$ cat src/rtl/decode_stage_if.sv
// ----------------------------------------------------------------------------
// decode_stage_if
// Bundles the fetch-side and issue-side handshakes plus all decoded fields of
// the Coast decode stage.
//   slave  : decode stage side (takes flush/instruction/ready, drives fields)
//   master : environment side (fetch + issue logic)
// Signals:
//   flush_i, inst_i[31:0], inst_valid_i, inst_ready_o   fetch side
//   dec_valid_o, dec_ready_i                            issue side
//   alu_o, pc_o, reg_o, imm_o, mem_o                    control fields
//   reg_addr_1..4_o, ram_addr_o, imm_data_1/2_o         operands
//   npu_ram_addr_o, npu_w_reg_addr_o                    NPU fields
//   illegal_o, hazard_o, count_o, level_o               status
// ----------------------------------------------------------------------------
interface decode_stage_if #(
   parameter int DEPTH = 2,
   parameter int CNT_W = 16
);
   logic                   flush_i;
   logic [31:0]            inst_i;
   logic                   inst_valid_i;
   logic                   inst_ready_o;
   logic                   dec_valid_o;
   logic                   dec_ready_i;
   logic [7:0]             alu_o;
   logic [1:0]             pc_o;
   logic [1:0]             reg_o;
   logic                   imm_o;
   logic                   mem_o;
   logic [4:0]             reg_addr_1_o;
   logic [4:0]             reg_addr_2_o;
   logic [4:0]             reg_addr_3_o;
   logic [4:0]             reg_addr_4_o;
   logic [15:0]            ram_addr_o;
   logic [7:0]             imm_data_1_o;
   logic [7:0]             imm_data_2_o;
   logic [7:0]             npu_ram_addr_o;
   logic [4:0]             npu_w_reg_addr_o;
   logic                   illegal_o;
   logic                   hazard_o;
   logic [CNT_W-1:0]       count_o;
   logic [$clog2(DEPTH):0] level_o;

   modport slave (
      input  flush_i, inst_i, inst_valid_i, dec_ready_i,
      output inst_ready_o, dec_valid_o, alu_o, pc_o, reg_o, imm_o, mem_o,
             reg_addr_1_o, reg_addr_2_o, reg_addr_3_o, reg_addr_4_o,
             ram_addr_o, imm_data_1_o, imm_data_2_o, npu_ram_addr_o,
             npu_w_reg_addr_o, illegal_o, hazard_o, count_o, level_o
   );

   modport master (
      output flush_i, inst_i, inst_valid_i, dec_ready_i,
      input  inst_ready_o, dec_valid_o, alu_o, pc_o, reg_o, imm_o, mem_o,
             reg_addr_1_o, reg_addr_2_o, reg_addr_3_o, reg_addr_4_o,
             ram_addr_o, imm_data_1_o, imm_data_2_o, npu_ram_addr_o,
             npu_w_reg_addr_o, illegal_o, hazard_o, count_o, level_o
   );
endinterface

$ cat src/rtl/decode_stage.sv
// ----------------------------------------------------------------------------
// decode_stage
// Coast CPU instruction decode: each accepted 32-bit word is decoded into the
// field set and queued in a DEPTH-entry FIFO (valid/ready on both sides).
// Adds illegal-opcode detection, synchronous flush, a saturating count of
// accepted instructions and an optional read-after-write hazard flag.
// Ports:
//   clk_i  rising-edge clock
//   rst_i  asynchronous active-high reset
//   bus    decode_stage_if.slave (handshakes, decoded fields, status)
// Parameters: DEPTH (power of two, >= 2), CNT_W (counter width)
// Optional feature: define DECODE_HAZARD_EN to enable RAW hazard tracking;
// otherwise hazard_o is tied to 0.
// ----------------------------------------------------------------------------
module decode_stage #(
   parameter int DEPTH = 2,
   parameter int CNT_W = 16
) (
   input  logic          clk_i,
   input  logic          rst_i,
   decode_stage_if.slave bus
);
   localparam int PTR_W = $clog2(DEPTH);
   localparam int LVL_W = $clog2(DEPTH) + 1;
   localparam logic [LVL_W-1:0] FULL_LVL = LVL_W'(DEPTH);

   // Coast shared opcode / register constants
   localparam logic [7:0] OP_ADD     = 8'h01;
   localparam logic [7:0] OP_SUB     = 8'h02;
   localparam logic [7:0] OP_MUL     = 8'h03;
   localparam logic [7:0] OP_DIV     = 8'h04;
   localparam logic [7:0] OP_AND     = 8'h05;
   localparam logic [7:0] OP_OR      = 8'h06;
   localparam logic [7:0] OP_NOT     = 8'h07;
   localparam logic [7:0] OP_RSHIFT  = 8'h08;
   localparam logic [7:0] OP_LSHIFT  = 8'h09;
   localparam logic [7:0] OP_MOVE    = 8'h0A;
   localparam logic [7:0] OP_MOVEIN  = 8'h0B;
   localparam logic [7:0] OP_MOVEOUT = 8'h0C;
   localparam logic [7:0] OP_JUMP    = 8'h0D;
   localparam logic [7:0] OP_EJUMP   = 8'h0E;
   localparam logic [7:0] OP_NEJUMP  = 8'h0F;
   localparam logic [7:0] OP_MTHAN   = 8'h10;
   localparam logic [7:0] OP_WAIT    = 8'h11;
   localparam logic [7:0] OP_INTER   = 8'h12;

   localparam logic [4:0] REG_MD_H   = 5'd26;
   localparam logic [4:0] REG_MD_L   = 5'd27;
   localparam logic [4:0] REG_JUMP_H = 5'd28;
   localparam logic [4:0] REG_JUMP_L = 5'd29;
   localparam logic [4:0] REG_INTER  = 5'd30;

   typedef struct packed {
      logic [7:0]  alu;
      logic [1:0]  pc;
      logic [1:0]  rg;
      logic        imm;
      logic        mem;
      logic [4:0]  r1;
      logic [4:0]  r2;
      logic [4:0]  r3;
      logic [4:0]  r4;
      logic [15:0] ram;
      logic [7:0]  imm1;
      logic [7:0]  imm2;
      logic [7:0]  npu_ram;
      logic [4:0]  npu_w;
      logic        illegal;
      logic        hazard;
   } dec_t;

   function automatic logic is_legal(input logic [7:0] op);
      case (op)
         OP_ADD, OP_SUB, OP_MUL, OP_DIV, OP_AND, OP_OR, OP_NOT, OP_RSHIFT,
         OP_LSHIFT, OP_MOVE, OP_MOVEIN, OP_MOVEOUT, OP_JUMP, OP_EJUMP,
         OP_NEJUMP, OP_MTHAN, OP_WAIT, OP_INTER: is_legal = 1'b1;
         default:                                is_legal = 1'b0;
      endcase
   endfunction

   // Pure field decode; hazard is filled in separately.
   function automatic dec_t decode(input logic [31:0] w);
      dec_t d;
      d         = '0;
      d.alu     = w[31:24];
      d.pc      = w[23:22];
      d.rg      = w[21:20];
      d.imm     = w[19];
      d.mem     = w[18];
      d.npu_ram = w[17:10];
      d.npu_w   = w[9:5];
      d.illegal = !is_legal(w[31:24]);
      // Illegal words keep only the raw control fields; operands stay zero.
      if (!d.illegal) begin
         if (w[31:24] == OP_MOVEIN) d.ram = w[17:2];
         if (w[19]) begin
            case (w[31:24])
               OP_ADD, OP_SUB, OP_AND, OP_OR, OP_RSHIFT, OP_LSHIFT: begin
                  d.r1   = w[9:5];
                  d.r2   = w[4:0];
                  d.imm1 = w[17:10];
               end
               OP_NOT, OP_MOVE: begin
                  d.r1   = w[9:5];
                  d.imm1 = w[17:10];
               end
               OP_MOVEIN: begin
                  d.imm1 = w[17:10];
                  d.imm2 = w[9:2];
               end
               default: ;
            endcase
         end else begin
            case (w[31:24])
               OP_ADD, OP_SUB, OP_MUL, OP_AND, OP_OR, OP_RSHIFT, OP_LSHIFT,
               OP_MOVEOUT, OP_MTHAN: begin
                  d.r1 = w[17:13];
                  d.r2 = w[12:8];
                  d.r3 = w[7:3];
               end
               OP_DIV: begin
                  d.r1 = w[17:13];
                  d.r2 = w[12:8];
                  d.r3 = REG_MD_H;
                  d.r4 = REG_MD_L;
               end
               OP_EJUMP, OP_NEJUMP: begin
                  d.r1 = w[17:13];
                  d.r2 = w[12:8];
                  d.r3 = REG_JUMP_H;
                  d.r4 = REG_JUMP_L;
               end
               OP_NOT, OP_MOVE, OP_JUMP: begin
                  d.r1 = w[17:13];
                  d.r2 = w[12:8];
               end
               OP_INTER: d.r1 = REG_INTER;
               default: ;
            endcase
         end
      end
      return d;
   endfunction

   function automatic logic [CNT_W-1:0] sat_inc(input logic [CNT_W-1:0] v);
      return (&v) ? v : v + 1'b1;
   endfunction

   logic             w_push;
   logic             w_pop;
   logic             w_hazard;
   dec_t             w_dec_p0;
   dec_t             w_head;
   dec_t             r_fifo_p1 [DEPTH];
   logic [PTR_W-1:0] r_wr_ptr;
   logic [PTR_W-1:0] r_rd_ptr;
   logic [LVL_W-1:0] r_level;
   logic [CNT_W-1:0] r_count;

   assign bus.inst_ready_o = (r_level != FULL_LVL);
   assign bus.dec_valid_o  = (r_level != '0);
   assign w_push = bus.inst_valid_i && bus.inst_ready_o && !bus.flush_i;
   assign w_pop  = bus.dec_valid_o && bus.dec_ready_i;

   // ---- stage p0: combinational decode of the incoming word ----
`ifdef DECODE_HAZARD_EN
   logic [4:0] r_last_dst;
   dec_t       w_raw_p0;

   assign w_raw_p0 = decode(bus.inst_i);
   // A zero last-destination means "none", so a zero source never matches.
   assign w_hazard = ((w_raw_p0.r1 != 5'd0) && (w_raw_p0.r1 == r_last_dst)) ||
                     ((w_raw_p0.r2 != 5'd0) && (w_raw_p0.r2 == r_last_dst));

   always_comb begin
      w_dec_p0        = w_raw_p0;
      w_dec_p0.hazard = w_hazard;
   end

   always_ff @(posedge clk_i or posedge rst_i) begin
      if (rst_i)            r_last_dst <= 5'd0;
      else if (bus.flush_i) r_last_dst <= 5'd0;
      else if (w_push)      r_last_dst <= w_raw_p0.r3;
   end
`else
   assign w_hazard = 1'b0;

   always_comb begin
      w_dec_p0        = decode(bus.inst_i);
      w_dec_p0.hazard = w_hazard;
   end
`endif

   // ---- stage p1: FIFO storage (data, no reset) and control ----
   always_ff @(posedge clk_i) begin
      if (w_push) r_fifo_p1[r_wr_ptr] <= w_dec_p0;
   end

   always_ff @(posedge clk_i or posedge rst_i) begin
      if (rst_i) begin
         r_wr_ptr <= '0;
         r_rd_ptr <= '0;
         r_level  <= '0;
         r_count  <= '0;
      end else begin
         if (bus.flush_i) begin
            r_wr_ptr <= '0;
            r_rd_ptr <= '0;
            r_level  <= '0;
         end else begin
            if (w_push) r_wr_ptr <= r_wr_ptr + 1'b1;
            if (w_pop)  r_rd_ptr <= r_rd_ptr + 1'b1;
            case ({w_push, w_pop})
               2'b10:   r_level <= r_level + 1'b1;
               2'b01:   r_level <= r_level - 1'b1;
               default: ;
            endcase
         end
         if (w_push) r_count <= sat_inc(r_count);
      end
   end

   // ---- output: head entry, zeroed while the FIFO is empty ----
   assign w_head = bus.dec_valid_o ? r_fifo_p1[r_rd_ptr] : '0;

   assign bus.alu_o            = w_head.alu;
   assign bus.pc_o             = w_head.pc;
   assign bus.reg_o            = w_head.rg;
   assign bus.imm_o            = w_head.imm;
   assign bus.mem_o            = w_head.mem;
   assign bus.reg_addr_1_o     = w_head.r1;
   assign bus.reg_addr_2_o     = w_head.r2;
   assign bus.reg_addr_3_o     = w_head.r3;
   assign bus.reg_addr_4_o     = w_head.r4;
   assign bus.ram_addr_o       = w_head.ram;
   assign bus.imm_data_1_o     = w_head.imm1;
   assign bus.imm_data_2_o     = w_head.imm2;
   assign bus.npu_ram_addr_o   = w_head.npu_ram;
   assign bus.npu_w_reg_addr_o = w_head.npu_w;
   assign bus.illegal_o        = w_head.illegal;
   assign bus.hazard_o         = w_head.hazard;
   assign bus.count_o          = r_count;
   assign bus.level_o          = r_level;
endmodule

$ cat src/flat_wrapper.sv
// flat-port wrapper written by rule: the top's interface ports become plain ports
module decode_stage_flat 
#(
   parameter int DEPTH = 2,
   parameter int CNT_W = 16
)
  (clk_i, rst_i, bus_flush_i, bus_inst_i, bus_inst_valid_i, bus_dec_ready_i, bus_inst_ready_o, bus_dec_valid_o, bus_alu_o, bus_pc_o, bus_reg_o, bus_imm_o, bus_mem_o, bus_reg_addr_1_o, bus_reg_addr_2_o, bus_reg_addr_3_o, bus_reg_addr_4_o, bus_ram_addr_o, bus_imm_data_1_o, bus_imm_data_2_o, bus_npu_ram_addr_o, bus_npu_w_reg_addr_o, bus_illegal_o, bus_hazard_o, bus_count_o, bus_level_o);
  decode_stage_if #(.DEPTH(DEPTH), .CNT_W(CNT_W)) bus_i ();
  input  logic clk_i;
  input  logic rst_i;
  input wire logic [$bits(bus_i.flush_i)-1:0] bus_flush_i;
  input wire logic [$bits(bus_i.inst_i)-1:0] bus_inst_i;
  input wire logic [$bits(bus_i.inst_valid_i)-1:0] bus_inst_valid_i;
  input wire logic [$bits(bus_i.dec_ready_i)-1:0] bus_dec_ready_i;
  output wire logic [$bits(bus_i.inst_ready_o)-1:0] bus_inst_ready_o;
  output wire logic [$bits(bus_i.dec_valid_o)-1:0] bus_dec_valid_o;
  output wire logic [$bits(bus_i.alu_o)-1:0] bus_alu_o;
  output wire logic [$bits(bus_i.pc_o)-1:0] bus_pc_o;
  output wire logic [$bits(bus_i.reg_o)-1:0] bus_reg_o;
  output wire logic [$bits(bus_i.imm_o)-1:0] bus_imm_o;
  output wire logic [$bits(bus_i.mem_o)-1:0] bus_mem_o;
  output wire logic [$bits(bus_i.reg_addr_1_o)-1:0] bus_reg_addr_1_o;
  output wire logic [$bits(bus_i.reg_addr_2_o)-1:0] bus_reg_addr_2_o;
  output wire logic [$bits(bus_i.reg_addr_3_o)-1:0] bus_reg_addr_3_o;
  output wire logic [$bits(bus_i.reg_addr_4_o)-1:0] bus_reg_addr_4_o;
  output wire logic [$bits(bus_i.ram_addr_o)-1:0] bus_ram_addr_o;
  output wire logic [$bits(bus_i.imm_data_1_o)-1:0] bus_imm_data_1_o;
  output wire logic [$bits(bus_i.imm_data_2_o)-1:0] bus_imm_data_2_o;
  output wire logic [$bits(bus_i.npu_ram_addr_o)-1:0] bus_npu_ram_addr_o;
  output wire logic [$bits(bus_i.npu_w_reg_addr_o)-1:0] bus_npu_w_reg_addr_o;
  output wire logic [$bits(bus_i.illegal_o)-1:0] bus_illegal_o;
  output wire logic [$bits(bus_i.hazard_o)-1:0] bus_hazard_o;
  output wire logic [$bits(bus_i.count_o)-1:0] bus_count_o;
  output wire logic [$bits(bus_i.level_o)-1:0] bus_level_o;
  assign bus_i.flush_i = bus_flush_i;
  assign bus_i.inst_i = bus_inst_i;
  assign bus_i.inst_valid_i = bus_inst_valid_i;
  assign bus_i.dec_ready_i = bus_dec_ready_i;
  assign bus_inst_ready_o = bus_i.inst_ready_o;
  assign bus_dec_valid_o = bus_i.dec_valid_o;
  assign bus_alu_o = bus_i.alu_o;
  assign bus_pc_o = bus_i.pc_o;
  assign bus_reg_o = bus_i.reg_o;
  assign bus_imm_o = bus_i.imm_o;
  assign bus_mem_o = bus_i.mem_o;
  assign bus_reg_addr_1_o = bus_i.reg_addr_1_o;
  assign bus_reg_addr_2_o = bus_i.reg_addr_2_o;
  assign bus_reg_addr_3_o = bus_i.reg_addr_3_o;
  assign bus_reg_addr_4_o = bus_i.reg_addr_4_o;
  assign bus_ram_addr_o = bus_i.ram_addr_o;
  assign bus_imm_data_1_o = bus_i.imm_data_1_o;
  assign bus_imm_data_2_o = bus_i.imm_data_2_o;
  assign bus_npu_ram_addr_o = bus_i.npu_ram_addr_o;
  assign bus_npu_w_reg_addr_o = bus_i.npu_w_reg_addr_o;
  assign bus_illegal_o = bus_i.illegal_o;
  assign bus_hazard_o = bus_i.hazard_o;
  assign bus_count_o = bus_i.count_o;
  assign bus_level_o = bus_i.level_o;
  decode_stage #(.DEPTH(DEPTH), .CNT_W(CNT_W)) u_core (.clk_i(clk_i), .rst_i(rst_i), .bus(bus_i));
endmodule
$ cat config.mk
export PLATFORM = sky130hd
export DESIGN_NAME = decode_stage_flat
export DESIGN_NICKNAME = d
export VERILOG_FILES = /design/src/rtl/decode_stage_if.sv /design/src/rtl/decode_stage.sv /design/src/flat_wrapper.sv
export SDC_FILE = /design/constraint.sdc
export NUM_CORES = 1
export LEC_CHECK = 0
export CORE_MARGIN = 3
export CORE_UTILIZATION = 45
export DETAILED_ROUTE_END_ITERATION = 6
export PLACE_DENSITY_LB_ADDON = 0.25
export RECOVER_POWER = 25
export SLEW_MARGIN = 20
export SYNTH_ARGS = -nofsm -noshare
export SYNTH_HDL_FRONTEND = slang
export SYNTH_SLANG_ARGS = --single-unit
$ cat constraint.sdc
create_clock -name clk_i -period 4.6 [get_ports clk_i]
set_input_delay 0.46 -clock clk_i [delete_from_list [all_inputs] [get_ports clk_i]]
set_output_delay 0.46 -clock clk_i [all_outputs]
set_load 0.02 [all_outputs]
Word level (Yosys, flattened, before mapping):

Memories as Yosys holds them, arrays and structs flattened.
Cells that the tools add are included.

* word-level logic and storage cells: 73
* input bits: 37
* ROM bits: 32
* memory bits (writable): 160
* flip-flop bits (word level): 20
* memories kept: 2

* eq/ne operators: 20
* reduce and logical (&&, ||, !) cells: 18
* muxes and demuxes: 23
* $add $sub $neg: 5
* bitwise logic cells: 1

Memories
* u_core.r_fifo_p1: depth 2, width 80, read ports 1, clocked after Yosys merged registers in 0, wr ports 1, line decode_stage.sv:154 `dec_t r_fifo_p1 [DEPTH];`
* (no name shown): depth 32, width 1, read ports 1, clocked after Yosys merged registers in 0, wr ports 0, line decode_stage.sv:73 `case (op)`

Operators with widths (number)
* $mux 81: 1
* $eq 8x4->1 const B: 8
* $mux 52: 1
* $eq 8x3->1 const B: 4
* $mux 16: 2
* $mux 10: 2
* $pmux 5 s2: 2
* $reduce_or 9->1: 2
* $add 16x1->16 const B: 1
* $eq 8x2->1 const B: 2
* $eq 8x5->1 const B: 2
* $mux 8: 2
* $reduce_and 16->1: 1
* $mux 5: 3
* $pmux 5 s3: 1
* $reduce_or 15->1: 1
* $eq 8x1->1 const B: 1
* $reduce_or 8->1: 1
* $mux 1: 7
* $reduce_bool 2->1: 3
* $reduce_or 6->1: 1
* $pmux 2 s2: 1
* $logic_and 1x1->1: 3
* $logic_not 3->1: 1
* other kinds (12): 14

Longest topological paths before layout:

Gate-level depths: netlist of the first run.

* depth in word-level cells: 6
* mapped depth: 5
* gate-level depth less buffers: 5

Worst setup path before layout of the first run:

Ideal clock, no wire load.

* path kind: register to register
* start: register u_core.r_level[0], in the netlist u_core.bus.level_o[0]
* end: memory u_core.r_fifo_p1[0][0] (netlist name), enable pin
* arrival: 4.340 ns
* cell stages (with the launch flop): 4
* clock period less this slack: 4.856 ns
* data required time: 4.085 ns
* slack: -0.256 ns
* cell sequence: dfrtp_1 nand2b_1 nand2_2 nor2_1

* word-level cells in the longest chain between the ends: 5

RTL lines
* start: declaration: line decode_stage.sv:157 `logic [LVL_W-1:0] r_level;`
* start signal: assignment: line decode_stage.sv:214 `2'b10: r_level <= r_level + 1'b1;`
* start signal: assignment: line decode_stage.sv:215 `2'b01: r_level <= r_level - 1'b1;`
* $ne 2x2->1: line decode_stage.sv:160 `assign bus.inst_ready_o = (r_level != FULL_LVL);`
* net bus_inst_ready_o: line flat_wrapper.sv:15 `output wire logic [$bits(bus_i.inst_ready_o)-1:0] bus_inst_ready_o;`
* $logic_and 1x1->1 (2 in series): line decode_stage.sv:162 `assign w_push = bus.inst_valid_i && bus.inst_ready_o && !bus.flush_i;`
* $mux 1: line decode_stage.sv:196 `if (w_push) r_fifo_p1[r_wr_ptr] <= w_dec_p0;`
* $mux 1 (not written as such): line decode_stage.sv:196
* end: declaration: line decode_stage.sv:154

The timed path passes the listed nets, and every way through them passes these cells.

Final worst setup path of the first run:

* start: register u_core.r_level[1], in the netlist u_core.bus.level_o[1]
* end: output port bus_ram_addr_o[14]

* word-level cells in the longest chain between the ends: 2

RTL lines
* $reduce_bool 2->1: line decode_stage.sv:161 `assign bus.dec_valid_o = (r_level != '0);`
* $mux 81: line decode_stage.sv:224 `assign w_head = bus.dec_valid_o ? r_fifo_p1[r_rd_ptr] : '0;`
* end: declaration: line flat_wrapper.sv:26 `output wire logic [$bits(bus_i.ram_addr_o)-1:0] bus_ram_addr_o;`

Every way passes these cells.

==> reports/metrics.cfg, run 1 <==
[run_status]
outcome=finished, final reports clean

[critical_path]
start_kind=flip-flop
cp_common_cell=nor2_1
cp_max_fo=35
critPathSlowestCell=nor2_1
timing.rr.start=u_core.bus.count_o[0]$_DFFE_PP0P_
r2r.worst_path.cells=5
critPathMaxStageDelay_ns=0.81
critPathCaptureType=output pin
crit_path_cell_trace=nor2_1 > buf_4 > nor2_1 > clkdlybuf4s50_1
r2r_end=u_core.bus.count_o[1]$_DFFE_PP0P_
r2r_setup_slack_ns=2.09
cp.required_ns=4.14
critPathArrivalTime_ns=2.91
crit_type=flip-flop to output pin

[clock_network]
cts_hold_buf=0
root_buffer=clkbuf_16
cts_setup_buffers=0
clk_latency_ns=0.42
cts_max_level=4
post_cts_resized=0
clkSlewWorstSetupHoldPaths_ns=0.07
cts_buffer_depth=2
cts_made_buffers=17
cts_sinks=176
cts_tree=done

[yosys]
yosysWarnings=0
async_flop_share=0.114
synth_edf_count=156
synth-seq-cells=176
synth_nets=592
synthesis.area_um2=7750
yosysSeqAreaShare=0.669
synthCells=554
postSynthAreaPerCell_um2=14.0
synth_cell_types=54
ys.flop_type=edfxtp_1

[sta]
hold_viol=0
rsz0062_at_grt=no
max_freq_mhz=297
setup_ws_ns=1.23
slew_headroom=0.283
tightestPinTransition_ns=1.08
finalSetupViolations=0
period_share=0.732
fin_crit_ns=3.37
skew_ns=0.00914
report.final.slew_viol_count=0

[final_layout]
final_cells=918
diodes=0
syn2layout_area_growth_pct=27.7
final_net_count=723
finish.utilization=0.592
fill_cells=1322
drive_above_1_share=0.0845

[route]
dr_total_vias=4884
wl_per_cell_um=18.5
drc=0
wl_um=17000
drtIter0Drc=316
vias_per_cell=5.32
antenna_left=0
firstDrtPassIters=5

[global_routing]
grt_use_total=0.185
gr-total-overflow=0
grt_pass1_vias=4912
grt_max_degree=52
antenna_found_initial=0
grt_pass1_wl_um=26100

[floorplan]
dieArea_um2=18800
ios=138
die_w_um=137
rows=47
start_util=0.464
coreArea_um2=16700
die_h_um=137

[place]
gp_congestion=0.884
pre_cts_ws_ns=1.64
dpl.hpwl_um=11700
dp_cells=886
io_buffers=136

[hold_path]
min_delay_worst_endpoint=u_core.bus.count_o[6]$_DFFE_PP0P_
holdPathStages=1
worstHoldStart=u_core.bus.count_o[6]$_DFFE_PP0P_
hp-class=flip-flop to flip-flop

[power_and_ir_drop]
power_density_nw_per_um2=400
total_power_mw=3.96
ir_drop_uv=300
p_leak_nw=3.44

[flow_run]
max_cap_viol_count=0

## synthesized netlist by cell type, types with 3 or more instances
cell	number	share of area
edfxtp_1	156	0.60
nor2_1	90	0.044
mux2i_1	79	0.10
and2_1	25	0.020
dfrtp_1	20	0.065
buf_2	15	0.0097
nor4_1	15	0.012
nand2_1	12	0.0058
clkbuf_1	11	0.0053
xor2_1	10	0.011
inv_1	9	0.0044
nor3_1	9	0.0058
a21oi_1	6	0.0039
nand3_1	6	0.0039
a22o_1	5	0.0057
a31oi_1	5	0.0040
nand2b_1	5	0.0040
nor3_2	5	0.0065
o211a_1	5	0.0065
o21ai_1	5	0.0032
o31ai_1	5	0.0048
mux2_2	4	0.0058
buf_4	3	0.0029
nand4_1	3	0.0024
nor4b_1	3	0.0034
## sequential cells by signal, summed over array words and instances (netlist names)
name                cells
u_core.r_wr_ptr         1
u_core.r_rd_ptr         1
u_core.bus.count_o     16
u_core.bus.level_o      2
u_core.r_fifo_p1      156
## worst max-delay path: cells and delay by family, from the launching register on
kind / cells / cell delay [ns]
buffers and inverters: 2 / 1.05
DFF: 1 / 0.45
and+or+nand+nor: 2 / 0.97
## kinds of logic after synthesis
group | after synthesis | synth area share
fa+ha+maj | 1 | 0.00161
mux | 84 | 0.110
flops | 176 | 0.669
buf+inv | 40 | 0.0232
simple gates | 195 | 0.136
other cells | 1 | 0.000484
xor+xnor | 12 | 0.0136
compound gates | 45 | 0.0460
## placed cells by master, fill, tap and decap left out, drive strengths merged, types with 3 or more instances in the layout
cell type / instances
o31ai: 5
nand4: 4
clkbuf: 19
a22o: 5
and2: 25
clkinvlp: 5
mux2i: 79
mux2: 5
clkinv: 6
bufinv: 3
clkdlybuf4s50: 97
nor4b: 5
nand2b: 5
buf: 6
inv: 9
a21oi: 8
nor4: 16
edfxtp: 156
o211a: 5
dfrtp: 20
nor3: 14
dlygate4sd3: 39
nor2: 92
a31oi: 5
xor2: 10
nand2: 14
nand3: 8
o21ai: 7
## report_power, final
| part | leakage (nW) | total [mW] | switching (mW) | internal [mW] |
|---|---|---|---|---|
| clock network | 0.276 | 1.43 | 0.579 | 0.851 |
| logic | 1.41 | 0.642 | 0.359 | 0.283 |
| registers | 1.75 | 1.89 | 0.0688 | 1.82 |
## through the flow
step	TNS, ns	instance area, µm²	hold WS [ns]
2_1_floorplan	-39.87	7750	0.424
3_3_place_gp	0	9340	0.472
3_5_place_dp	0	9340	0.505
4_1_cts	0	9940	0.502
5_1_grt	0	9890	0.535
6_report	0	9890	0.510
## cell type report
type	count	area (µm²)	area share
flip-flops and latches	176	5190	0.524
multi-input cells	338	2360	0.239
repair buffers	143	1440	0.145
clock buffers	18	429	0.0434
well taps	220	275	0.0278
clock inverters	14	168	0.0169
inverters	9	33.8	0.00341
## layer usage
| metal | vias up | track usage | part of all wire |
|---|---|---|---|
| met5 | - | 0 | 0 |
| met4 | 0 | 0.0582 | 0.017 |
| met3 | 17 | 0.0493 | 0.055 |
| met2 | 148 | 0.305 | 0.50 |
| met1 | 2400 | 0.242 | 0.43 |
| li1 | 2319 | - | - |
## how the worst max path moves through the flow
stage	cells past startpoint	endpoint	start	slack [ns]
global route	4	bus_ram_addr_o[14]	u_core.bus.level_o[1]$_DFFE_PP0P_	0.93
floorplan	3	u_core.r_fifo_p1[0][0]$_DFFE_PP_	u_core.bus.level_o[0]$_DFFE_PP0P_	-0.26
CTS	4	bus_reg_addr_4_o[0]	u_core.r_rd_ptr$_DFFE_PP0P_	1.30
global placement	5	u_core.r_fifo_p1[1][43]$_DFFE_PP_	bus_inst_valid_i	1.75
detailed placement	5	u_core.r_fifo_p1[1][70]$_DFFE_PP_	bus_inst_valid_i	1.64
finish	4	bus_ram_addr_o[14]	u_core.bus.level_o[1]$_DFFE_PP0P_	1.23
Note: power is estimated with default switching activity, not from simulation.
==> run 2, diff against run 1 <==
- clock period: 4.6 -> 3.16 ns (I/O delays scaled with it)
==> run 2 against run 1 <==
Net effect: combinational power increased by 51%; register-to-register slack got worse by 1.4 ns; clock-buffer cell count increased by 2; clock power increased by 43%; design area increased by 0.23%; critical path depth unchanged; core utilization increased by 0.13 points; via count increased by 1.8%; worst hold slack got worse by 0.028 ns.
==> reports/metrics.cfg, run 2 (synthesis results as in run 1) <==
[run_status]
outcome=finished, final reports clean

[critical_path]
r2r_end=u_core.bus.count_o[1]$_DFFE_PP0P_
crit_type=flip-flop to output pin
start_kind=flip-flop
timing.rr.start=u_core.bus.count_o[0]$_DFFE_PP0P_
cp.required_ns=2.84  ; -1.30 ns
r2r_setup_slack_ns=0.66  ; -1.43 ns
critPathLaunch=u_core.r_rd_ptr$_DFFE_PP0P_
endpoint=bus_reg_addr_4_o[0]
critPathArrivalTime_ns=2.37  ; -0.54 ns
r2r.worst_path.cells=5  ; unchanged
critPathCaptureType=output pin
cp_max_fo=29  ; -17%

[clock_network]
cts_made_buffers=17  ; unchanged
cts_hold_buf=0  ; unchanged
cts_sinks=176  ; unchanged
clk_latency_ns=0.41  ; about the same
cts_tree=done
cts_max_level=4  ; unchanged
cts_buffer_depth=2  ; unchanged
clkSlewWorstSetupHoldPaths_ns=0.06  ; about the same
root_buffer=clkbuf_16
cts_setup_buffers=0  ; unchanged
post_cts_resized=0  ; unchanged

[final_layout]
regArea_um2=5190  ; unchanged
diodes=0  ; unchanged
multiInputGateArea_um2=2370  ; +0.37%
syn2layout_area_growth_pct=28.0
largest_register_ffs=156  ; unchanged
final_cell_mix=156 x edfxtp_1, 95 x clkdlybuf4s50_1, 87 x nor2_1
final_common_cell=edfxtp_1
drive_above_1_share=0.0827  ; -0.00179
fill_cells=1341  ; +1.4%
top_register=u_core.r_fifo_p1
final_net_count=726  ; +0.41%
final_area_um2=9920  ; +0.23%

[flow_run]
max_cap_viol_count=0  ; unchanged

[sta]
report.final.slew_viol_count=0  ; unchanged
hold_viol=0  ; unchanged
finalSetupViolations=0  ; unchanged
max_freq_mhz=372
skew_ns=0.00471  ; -0.00443 ns
setup_ws_ns=0.471  ; -0.764 ns
fin_crit_ns=2.69
rsz0062_at_grt=no
period_share=0.851
tightestPinTransition_ns=1.04  ; -0.0311 ns
slew_headroom=0.294  ; +0.0109
whs_ns=0.482  ; -0.0280 ns

[global_routing]
grt_use_total=0.188  ; +0.00286
grt_pass1_vias=4887  ; -0.51%
grt_pass1_wl_um=26500  ; +1.7%
gr-total-overflow=0  ; unchanged
grt_max_degree=79  ; +52%
antenna_found_initial=0  ; unchanged

[place]
dpl.hpwl_um=11700  ; +0.57%
placed_cell_area_um2=9380  ; +0.38%
gp_congestion=0.854  ; -3.4%
pre_cts_ws_ns=0.556  ; -1.09 ns
io_buffers=136  ; unchanged

[route]
vias_per_cell=5.40  ; +1.5%
dr_total_vias=4973  ; +1.8%
wl_per_cell_um=18.7  ; +1.0%
antenna_left=0  ; unchanged
drc=0  ; unchanged
drtIter0Drc=363  ; +15%
wl_um=17200  ; +1.3%
firstDrtPassIters=6  ; +1

[floorplan]
start_util=0.464  ; unchanged
rows=47  ; unchanged
die_w_um=137  ; unchanged
ios=138  ; unchanged
die_h_um=137  ; unchanged
coreArea_um2=16700  ; unchanged
dieArea_um2=18800  ; unchanged

[power_and_ir_drop]
p_leak_nw=3.47  ; +0.93%
ir_drop_uv=385  ; +28%
power_density_nw_per_um2=578  ; +44%

[hold_path]
hp-class=input pin to asynchronous set/reset pin

## run 2: changes by cell type in the layout (fill, tap and decap cells not counted), moves of 2 or more
cell / before / now
clkbuf_1: 2 / 5
clkdlybuf4s50_1: 97 / 95
clkinv_1: 1 / 3
clkinvlp_4: 5 / 0
dlygate4sd3_1: 39 / 41
## run 2: layer usage
layer | part of all wire | track usage | vias up
li1 | - | - | 2343
met1 | 0.44 | 0.254 | 2447
met2 | 0.50 | 0.308 | 163
met3 | 0.049 | 0.0416 | 20
met4 | 0.012 | 0.0560 | 0
met5 | 0 | 0 | -
## run 2: per-stage QoR
stage / cells / setup TNS (ns) / total power [mW] / util
3_3_place_gp: 889 / 0 / 3.77 / 0.562
3_5_place_dp: 889 / 0 / 3.79 / 0.562
6_report: 921 / 0 / 5.74 / 0.594
2_1_floorplan: 554 / -61.21 / 3.32 / -
4_1_cts: 921 / 0 / 5.83 / 0.596
5_1_grt: 921 / 0 / 5.98 / 0.594
## run 2: power breakdown
part	total [mW]	switching (mW)	internal [mW]
sequential	2.73	0.0772	2.65
clock	2.04	0.803	1.23
combinational	0.970	0.556	0.415
total	5.74	1.44	4.30
## run 2: how the worst min path moves through the flow
stage	from	end	slack, ns	depth (start not counted)
after floorplan	rst_i	u_core.bus.count_o[0]$_DFFE_PP0P_	0.28	1
after global placement	u_core.bus.count_o[7]$_DFFE_PP0P_	u_core.bus.count_o[7]$_DFFE_PP0P_	0.47	1
after detailed placement	u_core.bus.count_o[7]$_DFFE_PP0P_	u_core.bus.count_o[7]$_DFFE_PP0P_	0.49	1
after CTS	rst_i	u_core.bus.level_o[0]$_DFFE_PP0P_	0.35	2
after global routing	bus_flush_i	u_core.r_wr_ptr$_DFFE_PP0P_	0.52	2
final	rst_i	u_core.bus.count_o[6]$_DFFE_PP0P_	0.48	2
## run 2: critical path: stages, from the launching register on
cell	delay (ns)
dfrtp_4	0.49
buf_4	0.46
mux2i_1	0.14
nor2_1	0.19
clkdlybuf4s50_1	0.66
## run 2: cell type report
cell class / instances / area share
Inverter: 9 / 0.00341
Timing Repair Buffer: 146 / 0.148
Sequential cell: 176 / 0.523
Clock buffer: 20 / 0.0440
Multi-Input combinational cell: 338 / 0.239
Clock inverter: 12 / 0.0144
Tap cell: 220 / 0.0278
==> run 3, diff against run 2 <==
- PLACE_DENSITY: not set -> 0.7
- PLACE_DENSITY_LB_ADDON: 0.25 -> not set
==> run 3 against run 2 <==
Net effect: routed wire length is 4.4% higher; combinational power is 0.5% lower; sequential power hardly changed; first-iteration DRC count is 29% higher; flip-flop and latch count stayed put; cell count stayed put.
==> reports/metrics.cfg, run 3 (synthesis results as in run 1) <==
[run_status]
outcome=finished, final reports clean

[sta]
period_share=0.876  ; +0.0245
fin_crit_ns=2.77  ; +0.0773 ns
setup_ws_ns=0.393  ; -0.0773 ns
report.final.slew_viol_count=0  ; unchanged
hold_viol=0  ; unchanged
final.setup.tns_ns=0  ; unchanged
tightestPinTransition_ns=1.07  ; +0.0258 ns
slew_headroom=0.277  ; -0.0174
skew_ns=0.00815  ; +0.00344 ns
max_freq_mhz=361  ; -2.8%
rsz0062_at_grt=no
finalSetupViolations=0  ; unchanged

[critical_path]
cp_num_cells=4  ; unchanged
cp.required_ns=2.84  ; about the same
cp_max_fo=34  ; +17%
critPathCaptureType=output pin
critPathArrivalTime_ns=2.45  ; +0.08 ns
start_kind=flip-flop
crit_type=flip-flop to output pin
critPathMaxStageDelay_ns=0.74  ; +0.08 ns
crit_family=buffers and inverters
r2r_end=u_core.bus.count_o[1]$_DFFE_PP0P_
r2r_setup_slack_ns=0.60  ; -0.06 ns
critPathSlowestCell=dfrtp_4
critPathBufInv=2  ; unchanged
crit_path_cell_trace=buf_12 > mux2i_1 > nor2_1 > clkdlybuf4s50_1
timing.rr.start=u_core.bus.count_o[0]$_DFFE_PP0P_
r2r.worst_path.cells=5  ; unchanged
critPathLaunch=u_core.r_rd_ptr$_DFFE_PP0P_

[final_layout]
finish.utilization=0.597  ; +0.00322
largest_register_ffs=156  ; unchanged
top_register=u_core.r_fifo_p1
diodes=0  ; unchanged
syn2layout_area_growth_pct=28.7
final_net_count=726  ; unchanged
final_cells=921  ; unchanged
drive_above_1_share=0.0899  ; +0.00713
final_common_cell=edfxtp_1
final_cell_mix=156 x edfxtp_1, 93 x clkdlybuf4s50_1, 87 x nor2_1

[floorplan]
die_h_um=137  ; unchanged
start_util=0.464  ; unchanged
ios=138  ; unchanged
rows=47  ; unchanged
coreArea_um2=16700  ; unchanged
dieArea_um2=18800  ; unchanged
die_w_um=137  ; unchanged

[power_and_ir_drop]
power_density_nw_per_um2=590  ; +2.0%
total_power_mw=5.88  ; +2.5%
p_leak_nw=3.49  ; +0.50%
ir_drop_uv=426  ; +11%

[flow_run]
max_cap_viol_count=0  ; unchanged

[clock_network]
root_buffer=clkbuf_16
post_cts_resized=0  ; unchanged
cts_hold_buf=0  ; unchanged
cts_tree=done
clk_latency_ns=0.42  ; about the same
cts_max_level=4  ; unchanged
cts_made_buffers=17  ; unchanged
cts_buffer_depth=2  ; unchanged
cts_setup_buffers=0  ; unchanged
cts_sinks=176  ; unchanged
clkSlewWorstSetupHoldPaths_ns=0.06  ; about the same

[route]
wl_per_cell_um=19.5  ; +4.4%
drtIter0Drc=468  ; +29%
drc=0  ; unchanged
antenna_left=0  ; unchanged
dr_total_vias=4968  ; -0.10%
wl_um=18000  ; +4.4%
firstDrtPassIters=5  ; -1
vias_per_cell=5.39  ; -0.10%

[place]
dpl.hpwl_um=12200  ; +4.0%
gp_congestion=0.905  ; +6.0%
io_buffers=136  ; unchanged
dp_cells=889  ; unchanged
pre_cts_ws_ns=0.577  ; +0.0216 ns

[global_routing]
antenna_found_initial=0  ; unchanged
grt_pass1_vias=4990  ; +2.1%
grt_pass1_wl_um=27600  ; +3.9%
grt_max_degree=79  ; unchanged
grt_use_total=0.195  ; +0.00720
gr-total-overflow=0  ; unchanged

[hold_path]
hp-class=input pin to asynchronous set/reset pin

## run 3: how the worst max path moves through the flow
| stage | slack [ns] | end |
|---|---|---|
| after floorplan | -0.39 | u_core.r_fifo_p1[0][0]$_DFFE_PP_ |
| after global placement | 0.65 | u_core.r_fifo_p1[0][60]$_DFFE_PP_ |
| after detailed placement | 0.58 | u_core.r_fifo_p1[1][56]$_DFFE_PP_ |
| after CTS | 0.31 | bus_imm_data_1_o[3] |
| after global routing | 0.27 | bus_imm_data_1_o[3] |
| final | 0.39 | bus_reg_addr_2_o[0] |
## run 3: cell type report
type / instances / area, µm²
Clock buffer: 17 / 425
Clock inverter: 15 / 193
Tap cell: 220 / 275
Multi-Input combinational cell: 338 / 2370
Sequential cell: 176 / 5190
Fill cell: 1316 / 6730
Timing Repair Buffer: 146 / 1480
Inverter: 9 / 33.8
## run 3: through the flow
stage	hold slack [ns]	instance area, µm²
detailed placement	0.494	9390
finish	0.485	9970
floorplan	0.280	7750
global placement	0.472	9390
global route	0.509	9970
CTS	0.356	10000
## run 3: metal layers
metal | share of wire | up-vias | track usage
met2 | 0.50 | 194 | 0.318
met1 | 0.42 | 2428 | 0.267
li1 | - | 2333 | -
met4 | 0.010 | 0 | 0.0499
met3 | 0.066 | 13 | 0.0464
met5 | 0 | - | 0
## run 3: worst reg2reg max path, delay by kind of cell, from the launching register on
family | cells | cell delay, ns
adder cells (fa/ha/maj) | 1 | 0.23
flip-flops | 1 | 0.45
multiplexers | 1 | 0.34
AND/OR/NAND/NOR | 3 | 1.44
## run 3: power by group
group | switching, mW | total (mW) | leakage (nW) | internal (mW)
sequential | 0.0932 | 2.74 | 1.75 | 2.65
clock | 0.856 | 2.17 | 0.286 | 1.32
combinational | 0.548 | 0.965 | 1.45 | 0.417
